## config.mk

```make
export PLATFORM = sky130hd
export DESIGN_NAME = uart8_rcvr_flat
export DESIGN_NICKNAME = d
export VERILOG_FILES = /design/src/rtl/uart8_rcvr_if.sv /design/src/rtl/uart8_rcvr.sv /design/src/flat_wrapper.sv
export SDC_FILE = /design/constraint.sdc
export NUM_CORES = 1
export LEC_CHECK = 0
export ABC_CLOCK_PERIOD_IN_PS = 1900
export CAP_MARGIN = 20
export CELL_PAD_IN_SITES_DETAIL_PLACEMENT = 2
export CELL_PAD_IN_SITES_GLOBAL_PLACEMENT = 2
export CORE_ASPECT_RATIO = 1.2
export CORE_MARGIN = 3
export CORE_UTILIZATION = 35
export DETAILED_ROUTE_END_ITERATION = 8
export PLACE_DENSITY = 0.73
export SLEW_MARGIN = 20
export SYNTH_ARGS = -nofsm -noshare
export SYNTH_HDL_FRONTEND = slang
export SYNTH_SLANG_ARGS = --single-unit
export TNS_END_PERCENT = 50
```

## constraint.sdc

```tcl
create_clock -name Clock -period 1.9 [get_ports Clock]
set_input_delay 0.19 -clock Clock [delete_from_list [all_inputs] [get_ports Clock]]
set_output_delay 0.19 -clock Clock [all_outputs]
set_load 0.1 [all_outputs]
```

## src/rtl/uart8_rcvr_if.sv

```systemverilog
// uart8_rcvr_if
//   Host-side bundle of the UART receiver: the serial line, the host's
//   read-acknowledge pulse, and the received word with its status flags.
//   Signals
//     Serial_in      serial line into the receiver, idle high
//     Read_done      host pulse: word and flags consumed
//     RCV_datareg    last correctly framed word
//     Data_ready     RCV_datareg holds an unread word
//     Error_overrun  a word completed while Data_ready was still set
//     Error_framing  a stop bit was sampled low
//   Modports
//     master  line driver / host: drives Serial_in and Read_done, reads status
//     slave   the receiver: consumes the line and Read_done, drives status
interface uart8_rcvr_if #(
  parameter int WORD_SIZE = 8
);
  logic                 Serial_in;
  logic                 Read_done;
  logic [WORD_SIZE-1:0] RCV_datareg;
  logic                 Data_ready;
  logic                 Error_overrun;
  logic                 Error_framing;

  modport master (
    output Serial_in, Read_done,
    input  RCV_datareg, Data_ready, Error_overrun, Error_framing
  );

  modport slave (
    input  Serial_in, Read_done,
    output RCV_datareg, Data_ready, Error_overrun, Error_framing
  );
endinterface

```

## src/rtl/uart8_rcvr.sv

```systemverilog
// uart8_rcvr
//   Oversampling UART receiver. Frame format: start bit (0), WORD_SIZE data
//   bits LSB first, one stop bit (1). The line is sampled SAMPLES_PER_BIT
//   times per bit; each bit is taken near its centre. A correctly framed word
//   is held in RCV_datareg with Data_ready set until the host pulses
//   Read_done. Overrun and framing errors are sticky until Read_done.
//   Ports
//     Clock   in   sample clock, SAMPLES_PER_BIT x bit rate, rising edge
//     rst_b   in   asynchronous active-low reset
//     bus     slave modport of uart8_rcvr_if (line, Read_done, word, flags)
module uart8_rcvr #(
  parameter int WORD_SIZE       = 8,   // 1..15
  parameter int SAMPLES_PER_BIT = 8    // even, >= 4
) (
  input  logic         Clock,
  input  logic         rst_b,
  uart8_rcvr_if.slave  bus
);

  localparam int HALF  = SAMPLES_PER_BIT / 2;
  localparam int CNT_W = $clog2(SAMPLES_PER_BIT);
  localparam int BIT_W = $clog2(WORD_SIZE + 1);

  // Compare points for the sample and bit counters.
  localparam logic [CNT_W-1:0] CNT_MID  = CNT_W'(HALF - 1);
  localparam logic [CNT_W-1:0] CNT_LAST = CNT_W'(SAMPLES_PER_BIT - 1);
  localparam logic [BIT_W-1:0] BIT_LAST = BIT_W'(WORD_SIZE - 1);

  typedef enum logic [1:0] {
    IDLE  = 2'd0,
    START = 2'd1,
    RECV  = 2'd2,
    STOP  = 2'd3
  } state_t;

  state_t               state;
  logic [CNT_W-1:0]     cnt;
  logic [BIT_W-1:0]     bit_cnt;
  logic [WORD_SIZE-1:0] shreg;
  logic [WORD_SIZE-1:0] shreg_nxt;

  logic                 sin_m;      // first synchroniser stage
  logic                 sin_s;      // synchronised line
  logic                 sin_p;      // sin_s one clock earlier
  logic                 start_edge;

  logic [WORD_SIZE-1:0] data_q;
  logic                 dr_q;
  logic                 ovr_q;
  logic                 frm_q;

  // Two-flop synchroniser plus one history flop for the falling-edge test.
  // All reset high so that a line already idle at release is not an edge.
  always_ff @(posedge Clock or negedge rst_b) begin
    if (!rst_b) begin
      sin_m <= 1'b1;
      sin_s <= 1'b1;
      sin_p <= 1'b1;
    end else begin
      sin_m <= bus.Serial_in;
      sin_s <= sin_m;
      sin_p <= sin_s;
    end
  end

  // Edge, not level: a line held low (break) cannot retrigger reception.
  assign start_edge = !sin_s && sin_p;

  // Shift right with the new bit entering the MSB so that after WORD_SIZE
  // samples the first-received (LSB) bit sits in bit 0.
  generate
    if (WORD_SIZE == 1) begin : g_shift1
      assign shreg_nxt = sin_s;
    end else begin : g_shiftn
      assign shreg_nxt = {sin_s, shreg[WORD_SIZE-1:1]};
    end
  endgenerate

  // Receive FSM with registered status outputs. The Read_done clear is
  // written first so that any flag set later in the same clock overrides it.
  always_ff @(posedge Clock or negedge rst_b) begin
    if (!rst_b) begin
      state   <= IDLE;
      cnt     <= '0;
      bit_cnt <= '0;
      shreg   <= '0;
      data_q  <= '0;
      dr_q    <= 1'b0;
      ovr_q   <= 1'b0;
      frm_q   <= 1'b0;
    end else begin
      if (bus.Read_done) begin
        dr_q  <= 1'b0;
        ovr_q <= 1'b0;
        frm_q <= 1'b0;
      end

      case (state)
        IDLE: begin
          if (start_edge) begin
            state <= START;
            cnt   <= '0;
          end
        end

        // Re-check the line at mid start bit to reject glitches.
        START: begin
          if (cnt == CNT_MID) begin
            cnt <= '0;
            if (!sin_s) begin
              state   <= RECV;
              bit_cnt <= '0;
            end else begin
              state <= IDLE;
            end
          end else begin
            cnt <= cnt + 1'b1;
          end
        end

        // Counting from mid start bit, a full bit period lands mid data bit.
        RECV: begin
          if (cnt == CNT_LAST) begin
            cnt     <= '0;
            shreg   <= shreg_nxt;
            bit_cnt <= bit_cnt + 1'b1;
            if (bit_cnt == BIT_LAST) state <= STOP;
          end else begin
            cnt <= cnt + 1'b1;
          end
        end

        // Returning to IDLE at mid stop bit leaves half a bit of margin
        // for a back-to-back start edge.
        STOP: begin
          if (cnt == CNT_LAST) begin
            cnt   <= '0;
            state <= IDLE;
            if (sin_s) begin
              if (!dr_q || bus.Read_done) begin
                data_q <= shreg;
                dr_q   <= 1'b1;
              end else begin
                ovr_q <= 1'b1;
              end
            end else begin
              frm_q <= 1'b1;
            end
          end else begin
            cnt <= cnt + 1'b1;
          end
        end

        default: begin
          state <= IDLE;
          cnt   <= '0;
        end
      endcase
    end
  end

  assign bus.RCV_datareg   = data_q;
  assign bus.Data_ready    = dr_q;
  assign bus.Error_overrun = ovr_q;
  assign bus.Error_framing = frm_q;

endmodule

```

## src/flat_wrapper.sv

```systemverilog
// flat-port wrapper written by rule: the top's interface ports become plain ports
module uart8_rcvr_flat 
#(
  parameter int WORD_SIZE       = 8,           
  parameter int SAMPLES_PER_BIT = 8                 
)
  (Clock, rst_b, bus_Serial_in, bus_Read_done, bus_RCV_datareg, bus_Data_ready, bus_Error_overrun, bus_Error_framing);
  uart8_rcvr_if #(.WORD_SIZE(WORD_SIZE)) bus_i ();
  input  logic Clock;
  input  logic rst_b;
  input wire logic [$bits(bus_i.Serial_in)-1:0] bus_Serial_in;
  input wire logic [$bits(bus_i.Read_done)-1:0] bus_Read_done;
  output wire logic [$bits(bus_i.RCV_datareg)-1:0] bus_RCV_datareg;
  output wire logic [$bits(bus_i.Data_ready)-1:0] bus_Data_ready;
  output wire logic [$bits(bus_i.Error_overrun)-1:0] bus_Error_overrun;
  output wire logic [$bits(bus_i.Error_framing)-1:0] bus_Error_framing;
  assign bus_i.Serial_in = bus_Serial_in;
  assign bus_i.Read_done = bus_Read_done;
  assign bus_RCV_datareg = bus_i.RCV_datareg;
  assign bus_Data_ready = bus_i.Data_ready;
  assign bus_Error_overrun = bus_i.Error_overrun;
  assign bus_Error_framing = bus_i.Error_framing;
  uart8_rcvr #(.WORD_SIZE(WORD_SIZE), .SAMPLES_PER_BIT(SAMPLES_PER_BIT)) u_core (.Clock(Clock), .rst_b(rst_b), .bus(bus_i));
endmodule
```

==> metrics, run 1 <==
status complete, no violations; Tmin final 1.81 ns; die area around 4700 um2; final setup margin 0.0913 ns; I/O pin total 15; Crit Path Max Fanout 9; Filler Cells Inserted 376; top_reg_cell synth dfrtp_1; Worst R2R Setup Slack 0.09 ns; required time of the critical path 2.08 ns; Num CTS Buffers 5; starting density of the core 37.2%; Post-Syn Nets ~110; first drt pass iteration count 3; Post-synth EDFFs 0; Final nets approximately 140; Reg2Reg Launch Point u_core.cnt[0]; Cells after Synth approximately 100; Peak Freq 553 MHz; Worst Setup End Kind flop; layout cell share with drive strength beyond 1 between 30% and 40%; Yosys cell types 33; routability cong. 0.723; H-tree Lvls 2; first-pass GRT wire length ~5000 um; via count 879; vias in the first global route 990; register area share after synthesis about 57%; ranking of synthesized cells by area dfrtp_1 51%, mux2_2 14%, dfstp_2 5.7%; Avg Synthesized Cell Area about 13 um2; worst setup skew after layout roughly 0.0058 ns; PortBufs 14; Seq cells post-synth 31; unrepaired setup endpoints after global routing false; drt drc 0; ANT cells 0; top cell type by total area after synthesis dfrtp_1; crit path kind flop to flop; Max-slew headroom 69.5%; clk_lat worst skew 0.28 ns; Final ANT Viol Nets 0; initial antenna violation count 0; ys async rst share 100%; TNS Setup 0 ns; Slew @ Worst Pin roughly 0.46 ns; WL/cell between 15 and 20 um; pre-CTS setup slack approximately 0.084 ns; Core ar. about 3700 um2; Post-CTS Hold Buffers 0; R2R cell count 6; die span in y ~75 um; largest net degree at the start of global routing 32; Yosys top cell area share between 50% and 60%; total gr overflow 0; Worst-path clk slew roughly 0.07 ns; Crit path arrival time between 1.5 and 2 ns; drt first-iter violations 20; Root Driver clkbuf_8; Setup violations, final 0; P_leak about 0.82 nW; Ys Warns 0; CP startpoint kind flop; clk sink count 31; Final Max Tran Viols 0; Worst VDD drop roughly 0.00058 V; post-DP HPWL between 1500 and 2000 um; Die Width between 60 and 70 um; MaxCap Viol Count 0; fin crit share a little over nine tenths; HP Class input pin to async pin; final hold violation count 0; CTS tree yes; Synth-to-Final Area Change 21.7%; via density per instance around 4.9; count leader, synth dfrtp_1; Post-synth top cells 28 x dfrtp_1, 17 x mux2_2, 9 x inv_1; PD cells approximately 1100 nW/um2; Cell Rows 24; clock buffer depth 2; GRT Total Usage 14.0%; WL final roughly 3000 um; Post-Syn Area 1370 um2; reg-to-reg endpoint u_core.bit_cnt[3]
[stage by stage]
step	util, %	hold slack [ns]	std cells	area, um2	power [mW]
6_report	45.3	0.305	179	1670	1.90
4_1_cts	44.5	0.308	178	1650	1.93
3_5_place_dp	42.1	0.353	170	1560	1.40
2_1_floorplan	-	-0.106	104	1370	1.24
5_1_grt	45.3	0.316	179	1670	2.04
3_3_place_gp	42.1	0.347	170	1560	1.36
[layer usage]
layer  up-vias  GRT usage (%)  part of all wire [%]
met5         -              0                     0
met4         0           7.19                   1.6
met1       451           16.2                    44
met3         5           4.33                   3.0
met2        13           23.8                    52
li1        410              -                     -
[critical path, stage by stage, from the launching register on]
cell and delay [ns]:
dfrtp_1 0.39, ha_1 0.26, ha_1 0.24, buf_4 0.18, and4_1 0.19, and3_1 0.19, nor4_2 0.24
[cell type report]
type	count	area (um2)	area share [%]
sequential	31	779	46.6
timing repair buffer	18	155	9.28
inverter	9	33.8	2.02
clock buffer	5	68.8	4.12
multi-input combinational	61	549	32.9
clock inverter	3	20.0	1.20
tap	52	65.1	3.89
[flip-flops by register name (all words and copies together) (netlist names), named ones only]
signal	count
u_core.bus.Error_overrun	1
u_core.bus.Data_ready	1
u_core.sin_p	1
u_core.cnt	3
u_core.sin_s	1
u_core.state	1
u_core.shreg	8
u_core.sin_m	1
u_core.bus.Error_framing	1
u_core.bus.RCV_datareg	8
u_core.bit_cnt	4
[layout by cell type (no fill, tap or decap), types with 3 or more instances in the layout]
master / count
a21o_1: 3
a21oi_1: 5
buf_4: 14
clkbuf_8: 5
clkdlybuf4s50_1: 3
dfrtp_1: 28
dfstp_2: 3
ha_1: 6
inv_1: 9
mux2_2: 17
nor2_1: 3
o21ai_0: 3
[power by group]
part	total, mW	internal (mW)	switching (mW)
clock network	0.506	0.254	0.252
logic	0.511	0.225	0.286
registers	0.882	0.758	0.124
total	1.90	1.24	0.662
[worst max-delay path by stage]
| stage | start | end | slack [ns] |
|---|---|---|---|
| 2_1_floorplan | u_core.cnt[0] | u_core.bus.RCV_datareg[0] | 0.24 |
| 3_3_place_gp | u_core.cnt[0] | u_core.bit_cnt[3] | 0.17 |
| 3_5_place_dp | u_core.cnt[0] | u_core.bit_cnt[3] | 0.08 |
| 4_1_cts | u_core.cnt[0] | u_core.bit_cnt[3] | 0.05 |
| 5_1_grt | u_core.cnt[0] | u_core.bit_cnt[3] | 0.01 |
| 6_report | u_core.cnt[0] | u_core.bit_cnt[3] | 0.09 |
[cell families (layout without fill, tap and decap cells)]
family | after synthesis | in the layout | share of synthesized area [%]
AO/OA/AOI/OAI | 21 | 21 | 11.1
adder cells (fa/ha/maj) | 6 | 6 | 5.46
buffers and inverters | 12 | 35 | 3.73
flip-flops | 31 | 31 | 56.7
multiplexers | 18 | 18 | 14.7
AND/OR/NAND/NOR | 16 | 16 | 8.29
[repair_timing]
| item | in CTS | in global routing |
|---|---|---|
| endpoints found under the setup margin | 0 | 9 |
| endpoints found under the hold margin | 0 | 0 |
| setup buffers | 0 | 1 |
| resized for setup | 0 | 1 |
No activity file was read; power rests on OpenSTA's default activity.
==> run 2, diff against run 1 <==
--- a/config.mk
+++ b/config.mk
@@ -13,8 +13,7 @@
 export CORE_MARGIN = 3
 export CORE_UTILIZATION = 35
 export DETAILED_ROUTE_END_ITERATION = 8
-export PLACE_DENSITY = 0.73
-export SLEW_MARGIN = 20
+export PLACE_DENSITY = 0.79
 export SYNTH_ARGS = -nofsm -noshare
 export SYNTH_HDL_FRONTEND = slang
 export SYNTH_SLANG_ARGS = --single-unit
==> metrics, run 2 (synthesis gave the netlist of run 1 again) <==
status complete, no violations (unchanged); unrepaired setup endpoints after global routing false (unchanged); CTS tree yes (unchanged); Seq pwr share 45.4% (was 46.4%); routability cong. 0.694 (was 0.723); HP Class input pin to async pin (unchanged); Crit path arrival time 2.01 ns (was 1.99 ns); fin crit share 96.0% (was 95.2%); Max-slew headroom 74.0% (was 69.5%); via count 889 (was 879); PD cells 1160 nW/um2 (was 1140 nW/um2); PortBufs 14 (unchanged); die span in y 74.6 um (unchanged); Logic pwr share 27.2% (was 26.9%); P_sw 645 uW (was 662 uW); cell internal pwr 1.29 mW (was 1.24 mW); Synth-to-Final Area Change 20.9% (was 21.7%); total gr overflow 0 (unchanged); CP startpoint kind flop (unchanged); clk_lat worst skew 0.28 ns (about the same); required time of the critical path 2.08 ns (about the same); GRT Total Usage 15.2% (was 14.0%); largest net degree at the start of global routing 32 (unchanged); vias in the first global route 1035 (was 990); commonest non-fill, non-tap cell in the layout dfrtp_1 (unchanged); I/O pin total 15 (unchanged); MaxCap Viol Count 0 (unchanged); Post-CTS Hold Buffers 0 (unchanged); placed cells 171 (was 170); Root Driver clkbuf_8 (unchanged); worst setup skew after layout 0.00246 ns (was 0.00585 ns); Cell Rows 24 (unchanged); Filler Cells Inserted 371 (was 376); post-DP HPWL 2030 um (was 2000 um); ANT cells 0 (unchanged); Final ANT Viol Nets 0 (unchanged); WL final 3010 um (was 3000 um); die area 4720 um2 (unchanged); Layout Cells excl Fill 179 (unchanged); multi-input logic area 549 um2 (unchanged); WL/cell 16.8 um (about the same); Final nets 136 (unchanged); clock buffer depth 2 (unchanged); Final Max Tran Viols 0 (unchanged); layout cell share with drive strength beyond 1 38.6% (was 39.4%); Worst-path clk slew 0.06 ns (was 0.07 ns); Num CTS Buffers 5 (unchanged); sw frac 33.4% (was 34.8%); Die Width 63.2 um (unchanged); initial antenna violation count 0 (unchanged); TNS Setup 0 ns (unchanged); most frequent cells in the layout 28 x dfrtp_1, 17 x mux2_2, 15 x buf_4 (was 28 x dfrtp_1, 17 x mux2_2, 14 x buf_4); Setup violations, final 0 (unchanged); first drt pass iteration count 3 (unchanged); Slew @ Worst Pin 0.391 ns (was 0.458 ns); Clock Power Share 27.4% (was 26.7%); crit path kind flop to flop (unchanged); R2R cell count 6 (unchanged); H-tree Lvls 2 (unchanged); clk sink count 31 (unchanged); Core ar. 3690 um2 (unchanged); Post-CTS Setup Bufs 0 (unchanged); drt first-iter violations 7 (was 20); P_leak 0.821 nW (was 0.817 nW); Tmin final 1.82 ns (was 1.81 ns); Worst Setup End Kind flop (unchanged); final hold violation count 0 (unchanged); starting density of the core 37.2% (unchanged); Crit Path Max Fanout 9 (unchanged); Worst VDD drop 0.000590 V (was 0.000579 V); first-pass GRT wire length 5320 um (was 4950 um); Peak Freq 548 MHz (was 553 MHz); drt drc 0 (unchanged); Seq. cell area 779 um2 (unchanged); via density per instance 4.97 (was 4.91)
run 2: changes by cell type in the layout (fill, tap and decap cells not counted), sizes merged:
cell and delta:
clkbuf +2, clkinvlp -2
run 2: path summary, 6_finish.rpt:
| check | startpoint | to | slack, ns |
|---|---|---|---|
| worst max-delay path | u_core.cnt[0] | u_core.bit_cnt[3] | 0.08 |
| worst min-delay path | rst_b | u_core.bit_cnt[2] | 0.31 |
| worst max register to register | u_core.cnt[0] | u_core.bit_cnt[3] | 0.08 |
| worst min register to register | u_core.sin_m | u_core.sin_s | 0.36 |
| max in group asynchronous | rst_b | u_core.sin_m | 1.27 |
| min in group Clock | bus_Serial_in | u_core.sin_m | 0.33 |
run 2: timing repair:
item	CTS	global route
resized for setup	0	1
endpoints found under the hold margin	0	0
endpoints found under the setup margin	0	1
run 2: area by class of cell:
class	count	area share [%]
sequential	31	46.9
multi-input combinational	61	33.1
timing repair buffer	18	8.58
clock buffer	7	5.20
tap	52	3.92
inverter	9	2.03
clock inverter	1	0.301
run 2: power by group through the flow:
stage	Clock [mW]	Sequential, mW	Combinational [mW]
3_5_place_dp	0	0.888	0.524
5_1_grt	0.581	0.891	0.595
4_1_cts	0.550	0.876	0.536
3_3_place_gp	0	0.879	0.496
2_1_floorplan	0	0.884	0.356
6_report	0.528	0.877	0.525
run 2: worst max-delay path: stages, from the launching register on:
cell	delay (ns)
dfrtp_1	0.40
ha_1	0.25
ha_1	0.25
buf_4	0.19
and4_1	0.20
and3_1	0.20
nor4_2	0.24
run 2: metal layers:
| metal | vias to the layer above | track usage [%] | share of wire [%] |
|---|---|---|---|
| met5 | - | 0 | 0 |
| met1 | 461 | 16.5 | 39 |
| met2 | 15 | 28.0 | 56 |
| met3 | 4 | 4.63 | 4.2 |
| met4 | 0 | 5.76 | 1.1 |
| li1 | 409 | - | - |
run 2: through the flow:
stage	worst slack [ns]	util [%]	area, um2	hold slack (ns)	power [mW]
3_3_place_gp	0.177	42.3	1560	0.346	1.37
6_report	0.0762	45.0	1660	0.309	1.93
5_1_grt	0.00442	45.0	1660	0.328	2.07
4_1_cts	0.0157	44.8	1660	0.322	1.96
3_5_place_dp	0.0796	42.3	1560	0.349	1.41
2_1_floorplan	0.240	-	1370	-0.106	1.24
==> run 3, diff against run 2 <==
--- a/config.mk
+++ b/config.mk
@@ -11,9 +11,10 @@
 export CELL_PAD_IN_SITES_GLOBAL_PLACEMENT = 2
 export CORE_ASPECT_RATIO = 1.2
 export CORE_MARGIN = 3
-export CORE_UTILIZATION = 35
+export CORE_UTILIZATION = 38
 export DETAILED_ROUTE_END_ITERATION = 8
-export PLACE_DENSITY = 0.79
+export PLACE_DENSITY = 0.84
+export REMOVE_ABC_BUFFERS = 1
 export SYNTH_ARGS = -nofsm -noshare
 export SYNTH_HDL_FRONTEND = slang
 export SYNTH_SLANG_ARGS = --single-unit
==> metrics, run 3 (synthesis gave the netlist of run 1 again) <==
Post-DP Area 1550 um2 (was 1560 um2); initial antenna violation count 0 (unchanged); Die Width 60.9 um (was 63.2 um); via density per instance 5.40 (was 4.97); Final ANT Viol Nets 0 (unchanged); WL final 3040 um (was 3010 um); I/O pin total 15 (unchanged); Crit path arrival time 1.95 ns (was 2.01 ns); routability cong. 0.754 (was 0.694); Layout Cells excl Fill 164 (was 179); H-tree Lvls 2 (unchanged); TNS Setup 0 ns (unchanged); WHS 0.296 ns (was 0.309 ns); clk_lat worst skew 0.29 ns (was 0.28 ns); fin crit share 93.7% (was 96.0%); Slew @ Worst Pin 0.393 ns (was 0.391 ns); unrepaired setup endpoints after global routing false (unchanged); Crit Path Max Fanout 8 (was 9); ANT cells 0 (unchanged); clk sink count 31 (unchanged); first-pass GRT wire length 5080 um (was 5320 um); Worst Setup End Kind flop (unchanged); post-DP HPWL 2050 um (was 2030 um); MaxCap Viol Count 0 (unchanged); required time of the critical path 2.07 ns (was 2.08 ns); HP Class input pin to async pin (unchanged); status complete, no violations (unchanged); CTS tree yes (unchanged); total gr overflow 0 (unchanged); Layout Utilization 48.5% (was 45.0%); Worst VDD drop 0.000556 V (was 0.000590 V); WL/cell 18.6 um (was 16.8 um); most frequent cells in the layout 28 x dfrtp_1, 17 x mux2_2, 15 x buf_4 (unchanged); first drt pass iteration count 4 (was 3); vias in the first global route 1003 (was 1035); Tmin final 1.78 ns (was 1.82 ns); via count 886 (was 889); Core ar. 3400 um2 (was 3690 um2); die area 4380 um2 (was 4720 um2); drt first-iter violations 15 (was 7); Root Driver clkbuf_8 (unchanged); placed cells 156 (was 171); Peak Freq 562 MHz (was 548 MHz); Filler Cells Inserted 338 (was 371); Setup violations, final 0 (unchanged); PortBufs 14 (unchanged); die span in y 71.9 um (was 74.6 um); Worst-path clk slew 0.07 ns (was 0.06 ns); Seq. cell area 779 um2 (unchanged); PD cells 1170 nW/um2 (was 1160 nW/um2); final hold violation count 0 (unchanged); starting density of the core 40.5% (was 37.2%); CP startpoint kind flop (unchanged); largest net degree at the start of global routing 32 (unchanged); Final nets 136 (unchanged); Final Max Tran Viols 0 (unchanged); layout cell share with drive strength beyond 1 40.9% (was 38.6%); Num CTS Buffers 5 (unchanged); Synth-to-Final Area Change 19.8% (was 20.9%); P_leak 0.809 nW (was 0.821 nW); crit path kind flop to flop (unchanged); clock buffer depth 2 (unchanged); multi-input logic area 554 um2 (was 549 um2); Cell Rows 23 (was 24); Max-slew headroom 73.8% (was 74.0%); commonest non-fill, non-tap cell in the layout dfrtp_1 (unchanged); fin area 1650 um2 (was 1660 um2); GRT Total Usage 16.3% (was 15.2%); drt drc 0 (unchanged); worst setup skew after layout 0.00596 ns (was 0.00246 ns); R2R cell count 5 (was 6)
[run 3: changes by cell type in the layout (fill, tap and decap cells not counted)]
| cell | change |
|---|---|
| ha_2 | +2 |
| clkbuf_8 | -1 |
| ha_1 | -2 |
| clkinvlp_4 | +2 |
| clkbuf_1 | -1 |
[run 3: repair_timing]
| action | CTS | global route |
|---|---|---|
| endpoints found under the setup margin | 0 | 9 |
| endpoints found under the hold margin | 0 | 0 |
| gates resized for setup | 0 | 3 |
| hold buffers | 0 | 0 |
| setup buffers | 0 | 0 |
[run 3: path summary, 6_finish.rpt]
check,from,end,slack [ns]
worst max register to register,u_core.cnt[0],u_core.bus.RCV_datareg[0],0.12
worst max-delay path,u_core.cnt[0],u_core.bus.RCV_datareg[0],0.12
worst min register to register,u_core.sin_m,u_core.sin_s,0.36
min in group Clock,bus_Serial_in,u_core.sin_m,0.35
max in group asynchronous,rst_b,u_core.sin_m,1.28
worst min-delay path,rst_b,u_core.bit_cnt[3],0.30
[run 3: layout make-up]
| type | count | area share (%) |
|---|---|---|
| Clock inverter | 3 | 1.22 |
| Timing Repair Buffer | 18 | 8.67 |
| Clock buffer | 5 | 4.18 |
| Inverter | 9 | 2.05 |
| Multi-Input combinational cell | 61 | 33.7 |
| Sequential cell | 31 | 47.4 |
| Tap cell | 37 | 2.81 |
[run 3: report_power, final]
part / internal [mW] / total (mW) / switching (mW)
combinational: 0.239 / 0.527 / 0.288
sequential: 0.758 / 0.882 / 0.124
clock: 0.254 / 0.518 / 0.264
[run 3: routing by layer]
metal | vias to the layer above | track usage [%] | part of all wire, %
met4 | 0 | 5.06 | 1.2
met3 | 3 | 5.59 | 4.2
li1 | 411 | - | -
met5 | - | 0 | 0
met1 | 458 | 19.6 | 40
met2 | 14 | 27.1 | 55
[run 3: through the flow]
stage / power (mW) / worst slack [ns]
detailed placement: 1.42 / 0.116
CTS: 1.94 / 0.0459
floorplan: 1.22 / 0.158
global route: 2.07 / 0.0174
finish: 1.93 / 0.119
global placement: 1.37 / 0.197
[run 3: worst max-delay path, cell delays in order, from the launching register on]
cell	delay, ns
dfrtp_1	0.36
ha_2	0.25
ha_2	0.24
nand4_4	0.13
a21oi_4	0.30
mux2_2	0.38
